<file path="src/rtl/video_cmd_issuer.sv">
// Issues 64-bit data-mover commands into a BRAM-mapped target queue as two
// back-to-back 32-bit writes after polling occupancy. Optional macro: VIDEO_CMD_ISSUER_CREDIT_EN.
module video_cmd_issuer #(
  parameter int DEPTH_LOG2 = 7,
  parameter int POLL_GAP   = 4
) (
  input  logic        aclk,
  input  logic        arst,
  input  logic        cmd_valid,
  output logic        cmd_ready,
  input  logic        cmd_sel,
  input  logic [63:0] cmd_data,
  output logic        bram_en,
  output logic [3:0]  bram_we,
  output logic [11:0] bram_addr,
  output logic [31:0] bram_wrdata,
  input  logic [31:0] bram_rddata,
  output logic        busy,
  output logic [15:0] src_issued,
  output logic [15:0] dest_issued
);

  localparam int OW = DEPTH_LOG2 + 1;
  localparam logic [OW-1:0] CAPACITY = {1'b1, {DEPTH_LOG2{1'b0}}};
  localparam logic [7:0] GAP_LOAD = 8'(POLL_GAP - 1);

  typedef enum logic [2:0] {IDLE, POLL, WAIT, BACKOFF, WR_LO, WR_HI} state_t;

  state_t        state, next_state;
  logic          sel_q;
  logic [63:0]   data_q;
  logic [7:0]    gap_cnt, gap_cnt_d;
  logic          accept;
  logic          sel_n;
  logic [63:0]   data_n;
  logic [11:0]   base_n;
  logic [OW-1:0] occupancy;
  logic          q_full;
  logic          en_d;
  logic [3:0]    we_d;
  logic [11:0]   addr_d;
  logic [31:0]   wrdata_d;
  logic          src_inc, dest_inc;
  logic          unused_rd;

  assign occupancy = bram_rddata[DEPTH_LOG2:0];
  assign q_full    = occupancy >= CAPACITY;
  assign unused_rd = ^bram_rddata[31:OW];
  assign accept    = cmd_valid && cmd_ready && (state == IDLE);
  assign busy      = (state != IDLE);
  assign src_inc   = (state == WR_HI) && !sel_q;
  assign dest_inc  = (state == WR_HI) && sel_q;

`ifdef VIDEO_CMD_ISSUER_CREDIT_EN
  logic [OW-1:0] credit_src, credit_dst;
  logic          credit_ok;

  assign credit_ok = cmd_sel ? (credit_dst != '0) : (credit_src != '0);

  // Credits count free slots known from the last poll, so polls can be skipped.
  always_ff @(posedge aclk or posedge arst) begin
    if (arst) begin
      credit_src <= '0;
      credit_dst <= '0;
    end else if (state == WAIT) begin
      if (sel_q) credit_dst <= q_full ? '0 : CAPACITY - occupancy;
      else       credit_src <= q_full ? '0 : CAPACITY - occupancy;
    end else if (state == WR_HI) begin
      if (sel_q && credit_dst != '0)       credit_dst <= credit_dst - 1'b1;
      else if (!sel_q && credit_src != '0) credit_src <= credit_src - 1'b1;
    end
  end
`endif

  always_comb begin
    next_state = state;
    gap_cnt_d  = gap_cnt;
    case (state)
      IDLE: begin
        if (accept) begin
`ifdef VIDEO_CMD_ISSUER_CREDIT_EN
          next_state = credit_ok ? WR_LO : POLL;
`else
          next_state = POLL;
`endif
        end
      end
      POLL: next_state = WAIT;
      WAIT: begin
        if (q_full) begin
          next_state = BACKOFF;
          gap_cnt_d  = GAP_LOAD;
        end else begin
          next_state = WR_LO;
        end
      end
      BACKOFF: begin
        if (gap_cnt == 8'd0) next_state = POLL;
        else                 gap_cnt_d  = gap_cnt - 8'd1;
      end
      WR_LO:   next_state = WR_HI;
      WR_HI:   next_state = IDLE;
      default: next_state = IDLE;
    endcase
  end

  // Target strobes are decoded from the next state so they appear registered
  // in the same cycle the FSM occupies that state.
  always_comb begin
    sel_n    = accept ? cmd_sel : sel_q;
    data_n   = accept ? cmd_data : data_q;
    base_n   = sel_n ? 12'd8 : 12'd0;
    en_d     = 1'b0;
    we_d     = 4'h0;
    addr_d   = bram_addr;
    wrdata_d = bram_wrdata;
    case (next_state)
      POLL: begin
        en_d   = 1'b1;
        addr_d = base_n;
      end
      WR_LO: begin
        en_d     = 1'b1;
        we_d     = 4'hF;
        addr_d   = base_n;
        wrdata_d = data_n[31:0];
      end
      WR_HI: begin
        en_d     = 1'b1;
        we_d     = 4'hF;
        addr_d   = base_n + 12'd4;
        wrdata_d = data_n[63:32];
      end
      default: ;
    endcase
  end

  always_ff @(posedge aclk or posedge arst) begin
    if (arst) begin
      state       <= IDLE;
      gap_cnt     <= 8'd0;
      sel_q       <= 1'b0;
      data_q      <= 64'd0;
      cmd_ready   <= 1'b0;
      bram_en     <= 1'b0;
      bram_we     <= 4'h0;
      bram_addr   <= 12'd0;
      bram_wrdata <= 32'd0;
      src_issued  <= 16'd0;
      dest_issued <= 16'd0;
    end else begin
      state       <= next_state;
      gap_cnt     <= gap_cnt_d;
      cmd_ready   <= (next_state == IDLE);
      bram_en     <= en_d;
      bram_we     <= we_d;
      bram_addr   <= addr_d;
      bram_wrdata <= wrdata_d;
      src_issued  <= src_issued + {15'd0, src_inc};
      dest_issued <= dest_issued + {15'd0, dest_inc};
      if (accept) begin
        sel_q  <= cmd_sel;
        data_q <= cmd_data;
      end
    end
  end

endmodule

</file>
<file path="config.mk">
export PLATFORM = sky130hd
export DESIGN_NAME = video_cmd_issuer
export DESIGN_NICKNAME = d
export VERILOG_FILES = /design/src/rtl/video_cmd_issuer.sv
export SDC_FILE = /design/constraint.sdc
export NUM_CORES = 1
export LEC_CHECK = 0
export CORE_ASPECT_RATIO = 0.7
export CORE_MARGIN = 2
export CORE_UTILIZATION = 53
export CTS_BUF_LIST = sky130_fd_sc_hd__clkbuf_8
export CTS_CLUSTER_DIAMETER = 80
export DETAILED_ROUTE_END_ITERATION = 7
export HOLD_SLACK_MARGIN = 0.02
export PLACE_DENSITY = 0.88
export SYNTH_ARGS = -nofsm -noshare
export SYNTH_HDL_FRONTEND = slang
export SYNTH_SLANG_ARGS = --single-unit
export TNS_END_PERCENT = 10
</file>
<file path="constraint.sdc">
create_clock -name aclk -period 7.25 [get_ports aclk]
set_clock_uncertainty 0.2 [all_clocks]
set_input_delay 0.725 -clock aclk [delete_from_list [all_inputs] [get_ports aclk]]
set_output_delay 0.725 -clock aclk [all_outputs]
set_load 0.02 [all_outputs]
</file>
# After elaboration in Yosys (flattened, before gate mapping)
# Index checks and enable logic that the tools add are counted.
[totals]
output_inout_bits = 83
inputBits = 100
register_bits = 158
[classes]
n_reduce_logical = 16
muxes = 14
n_lt_le_gt_ge = 1
n_eq_ne = 10
n_addsub = 4
[ops]
columns = ["cell", "count"]
rows = [
  ["two-way mux 64 bit", 1],
  ["one-hot mux 32 bit (2 select lines)", 1],
  ["adder 16 x 1 -> 16 bit", 2],
  ["one-hot mux 12 bit (2 select lines)", 1],
  ["two-way mux 8 bit", 2],
  ["one-hot mux 8 bit (2 select lines)", 1],
  ["one-hot mux 3 bit (5 select lines)", 1],
  ["== test 3 bit (second input constant)", 4],
  ["two-way mux 3 bit", 3],
  [">= comparator 8 bit (second input constant)", 1],
  ["logical NOT 8 bit", 1],
  ["two-way mux 4 bit", 2],
  ["subtractor 8 x 1 -> 8 bit (second input constant)", 1],
  ["== test 3 x 1 -> 1 bit (second input constant)", 2],
  ["== test 3 x 2 -> 1 bit (second input constant)", 2],
  ["logical NOT 3 bit", 2],
  ["nonzero test 2 bit", 3],
  ["adder 4 x 3 -> 5 bit (second input constant)", 1],
  ["logical AND 1 bit", 4],
  ["inequality test 2 bit (second input constant)", 2],
  ["OR reduction 2 bit", 2],
  ["AND reduction 3 bit", 1],
  ["nonzero test 3 bit", 1],
  ["OR reduction 3 bit", 1],
  ["2 further kinds", 3],
]

# Logic depth before layout (Yosys ltp)
[depth]
ltp_word = 7
depth_mapped = 10
ltp_nobuf = 8

# Worst setup path before layout
# OpenSTA, ideal clock, no wires.
[synth_timing]
kind = "register -> register"
from = "reg state[2]"
to = "reg dest_issued[15]"
path_stages_with_launch = 10
setup_slack_ns = 4.707
path_buffers = 3
arrival_time_ns = 2.214
t_required_ns = 6.922
path_cell_list = "dfrtp_1 > clkbuf_1 > buf_2 > buf_2 > and3_1 > ha_1 > nand2_1 > nor4_1 > nand3_1 > xnor2_1"
[synth_via]
elab_chain_cells = 3
[synth_lines]
columns = ["element", "line_no", "source"]
rows = [
  ["from (decl)", "29", "state_t state, next_state;"],
  ["from (signal assigned)", "152", "state <= next_state;"],
  ["== test 3 bit", "52", "assign dest_inc = (state == WR_HI) && sel_q;"],
  ["logical AND 1 bit", "52", ""],
  ["adder 16 x 1 -> 16 bit", "160", "dest_issued <= dest_issued + {15'd0, dest_inc};"],
  ["to (signal assigned)", "160", ""],
  ["to (decl)", "20", "output logic [15:0] dest_issued"],
]
# Every way passes these cells.
# A chain may end at the register's enable or synchronous reset.

# Worst setup path in the final report
[layout_timing]
from = "reg state[2]"
to = "reg bram_wrdata[0]"
[layout_via]
word_cells_on_any_way = 14
classes_between = "eq/ne: 6; mux: 5; reduce/logical: 3"
[layout_lines]
columns = ["element", "line_no", "source"]
rows = [
  ["logical NOT 3 bit", "49", "assign accept = cmd_valid && cmd_ready && (state == IDLE);"],
  ["logical AND 1 bit", "49", ""],
  ["two-way mux 64 bit", "n/a", ""],
  ["via data_n[0]", "35", "logic [63:0] data_n;"],
  ["one-hot mux 32 bit (2 select lines)", "117", "case (next_state)"],
  ["to (signal assigned)", "158", "bram_wrdata <= wrdata_d;"],
  ["to (decl)", "16", "output logic [31:0] bram_wrdata,"],
]
# The timed path passes the listed nets, and every way through them passes these cells.

==> run summary <==
Worst-Margin Slew: 1.08 ns
Fmax: 313 MHz
CTS clk-pin slew, worst paths: 0.08 ns
Hold Path Origin: data_q[27]
First-pass GRT wire length: 22500 um
Max-capacitance violation count: 0
Mux share of post-synthesis cell area: 13.8%
Initial drt markers: 200
Die Span Y: 94.1 um
CP startpoint kind: register
Simple-gate share of the synthesized area: 11.2%
Number of synthesized register bits: 145
Fraction of layout instances using a drive strength above 1: 9.79%
ANT cells: 0
Post-synth EDFFs: 0
Final Hold Fails: 0
Synth Area in Compound Gates: 6.31%
CP Capture Type: register
Root buf cell: clkbuf_8
Bufs on Longest Clock Path: 2
Synth Cell Area: 6150 um2
Setup slack after layout: 4.06 ns
Ys flop type: dfrtp_1
RSZ-0062 raised after global routing: false
Avg Vias per Cell: 5.52
Final HPWL DP: 8990 um
Register area share after synthesis: 59.0%
Routability Congestion: 0.799
Largest net degree at the start of global routing: 81
Core area: 11200 um2
DRC: 0
Overall Global Routing Usage: 23.1%
ANT nets after route: 0
Worst R2R End: bram_wrdata[0]
Nets: 715
Synth cell types: 43
Worst hold stages: 2
Main combinational cell family by area after synthesis: multiplexers
Signal arrival time at the worst endpoint: 3.31 ns
Final min period: 3.19 ns
Worst slack, placed: 3.76 ns
Power per cell area: 392 nW/um2
CTS sink count: 145
Hold Crit Class: register to register
Crit share post-route: 44.1%
Crit Path Class: register to register
Setup bufs post-CTS: 0
Slew Viols, Final: 0
Vias in the first global route: 4489
Peak supply drop: 0.000213 V
Hold-fix buffers, CTS: 0
Worst-Skew Late Latency: 0.43 ns
Grt ovf: 0
Hold endpoint: bram_wrdata[27]
Slew HR: 27.7%
Final setup TNS: 0 ns
Cts repair resizes: 0
DR vias: 4280
CTS tree: built
Number of core rows: 32
WL final: 13900 um
Critical path peak fanout: 43
I/O Buffers: 141
Die X: 133 um
Die ar.: 12500 um2
Post-Synthesis Mean Instance Area: 13.1 um2
WL per Instance: 17.9 um
FF-to-FF Start: state[2]
R2r setup slk: 4.06 ns
Overall power: 3.15 mW
Final setup fails: 0
Number of top-level pins: 183
Initial core utilization: 55.0%
Async set or reset register ratio after synthesis: 100%
Leak: 3.65 nW
Area delta synth->final: 30.8%
Cells after Synth: 471
Fillers: 763
H-tree Lvls: 4
WP data required: 7.36 ns
Initial antenna violation count: 0
Status: complete, no violations
Yosys Warn Count: 0
Post-Synth Adder-Cell Area: 1.02%
XOR/XNOR Fraction of Synth Area: 3.99%
DR pass1 iterations: 4
R2r worst-path depth: 6
CTS Buf Count: 17
[power breakdown]
group	switching [mW]	leakage [nW]	internal [mW]	total, mW
clock network	0.308	0.217	0.408	0.716
registers	0.178	1.82	1.12	1.30
logic	0.579	1.61	0.555	1.13
[cell usage in the layout (no fill, tap or decap), types with 10 or more instances in the layout]
master and n:
nand3_1 14, nand2_1 59, nor3_1 10, and3_1 16, inv_1 10, xnor2_1 14
a32oi_1 18, mux2_4 14, clkbuf_8 17, mux2_1 49, clkdlybuf4s50_1 141, conb_1 10
nor2_1 11, a221o_1 14, dfrtp_1 145, xor2_1 14
[worst max path at each step]
stage               from              to  slack [ns]  cells past startpoint
2_1_floorplan       arst    bram_addr[2]        2.43                      1
3_3_place_gp   cmd_valid  bram_wrdata[0]        3.81                      6
3_5_place_dp   cmd_valid  bram_wrdata[0]        3.76                      6
4_1_cts         state[2]  bram_wrdata[0]        4.04                      6
5_1_grt         state[2]  bram_wrdata[0]        3.94                      6
6_report        state[2]  bram_wrdata[0]        4.06                      6
[through the flow]
stage	util (%)	instance area, um2	hold slack (ns)	instances
global placement	67.9	7590	0.242	744
floorplan	-	6180	0.232	480
detailed placement	67.9	7590	0.246	744
finish	72.0	8040	0.262	776
CTS	72.0	8040	0.266	776
global route	72.0	8040	0.289	776
[per-layer routing]
layer	up-vias	track usage, %	wire length [um]
met2	129	38.8	6760
met4	0	6.45	130
met3	16	7.17	812
met5	-	0	0
li1	1927	-	-
met1	2208	29.3	6160
[registers in the layout, indices dropped and copies added (netlist names)]
register and cells:
cmd_ready 1, dest_issued 16, bram_we 1, gap_cnt 8, bram_addr 2, sel_q 1, bram_wrdata 32, data_q 64
state 3, src_issued 16, bram_en 1
[cell usage after synthesis, types with 2 or more instances]
cell type,n,area [um2]
a21oi_1,4,20.0
a221o_1,14,140
a32oi_1,18,158
and3_1,16,100
buf_2,5,25.0
buf_4,13,97.6
buf_6,6,67.6
buf_8,2,30.0
clkbuf_1,9,33.8
dfrtp_1,145,3630
ha_1,5,62.6
inv_1,9,33.8
mux2_1,49,552
mux2_2,3,33.8
mux2_4,14,210
mux2i_1,5,50.1
nand2_1,59,221
nand3_1,14,70.1
nand3b_1,2,15.0
nand4_1,5,31.3
nor2_1,12,45.0
nor2b_1,2,12.5
nor3_1,10,50.1
nor4_1,3,18.8
o21ai_0,3,15.0
xnor2_1,14,123
xor2_1,14,123
[worst max-delay path: stages, from the launching register on]
cell,delay [ns]
dfrtp_1,0.36
buf_4,0.29
or3_4,0.43
nor2_8,0.49
buf_4,0.56
mux2_2,0.41
a221o_1,0.29
[layout make-up]
type | count | area (um2) | area share, %
clock buffer | 17 | 234 | 2.91
clock inverter | 15 | 218 | 2.71
sequential | 145 | 3630 | 45.1
timing repair buffer | 146 | 1450 | 18.0
inverter | 9 | 38.8 | 0.482
tap | 153 | 191 | 2.38
multi-input combinational | 291 | 2280 | 28.4
[cell families (layout without fill, tap and decap cells)]
| group | count (synthesis) | in the layout |
|---|---|---|
| mux | 71 | 71 |
| flops | 145 | 145 |
| other cells | 1 | 10 |
| simple gates | 133 | 133 |
| compound gates | 44 | 44 |
| buf+inv | 44 | 187 |
| fa+ha+maj | 5 | 5 |
| xor+xnor | 28 | 28 |
(Power assumes the default switching activity.)
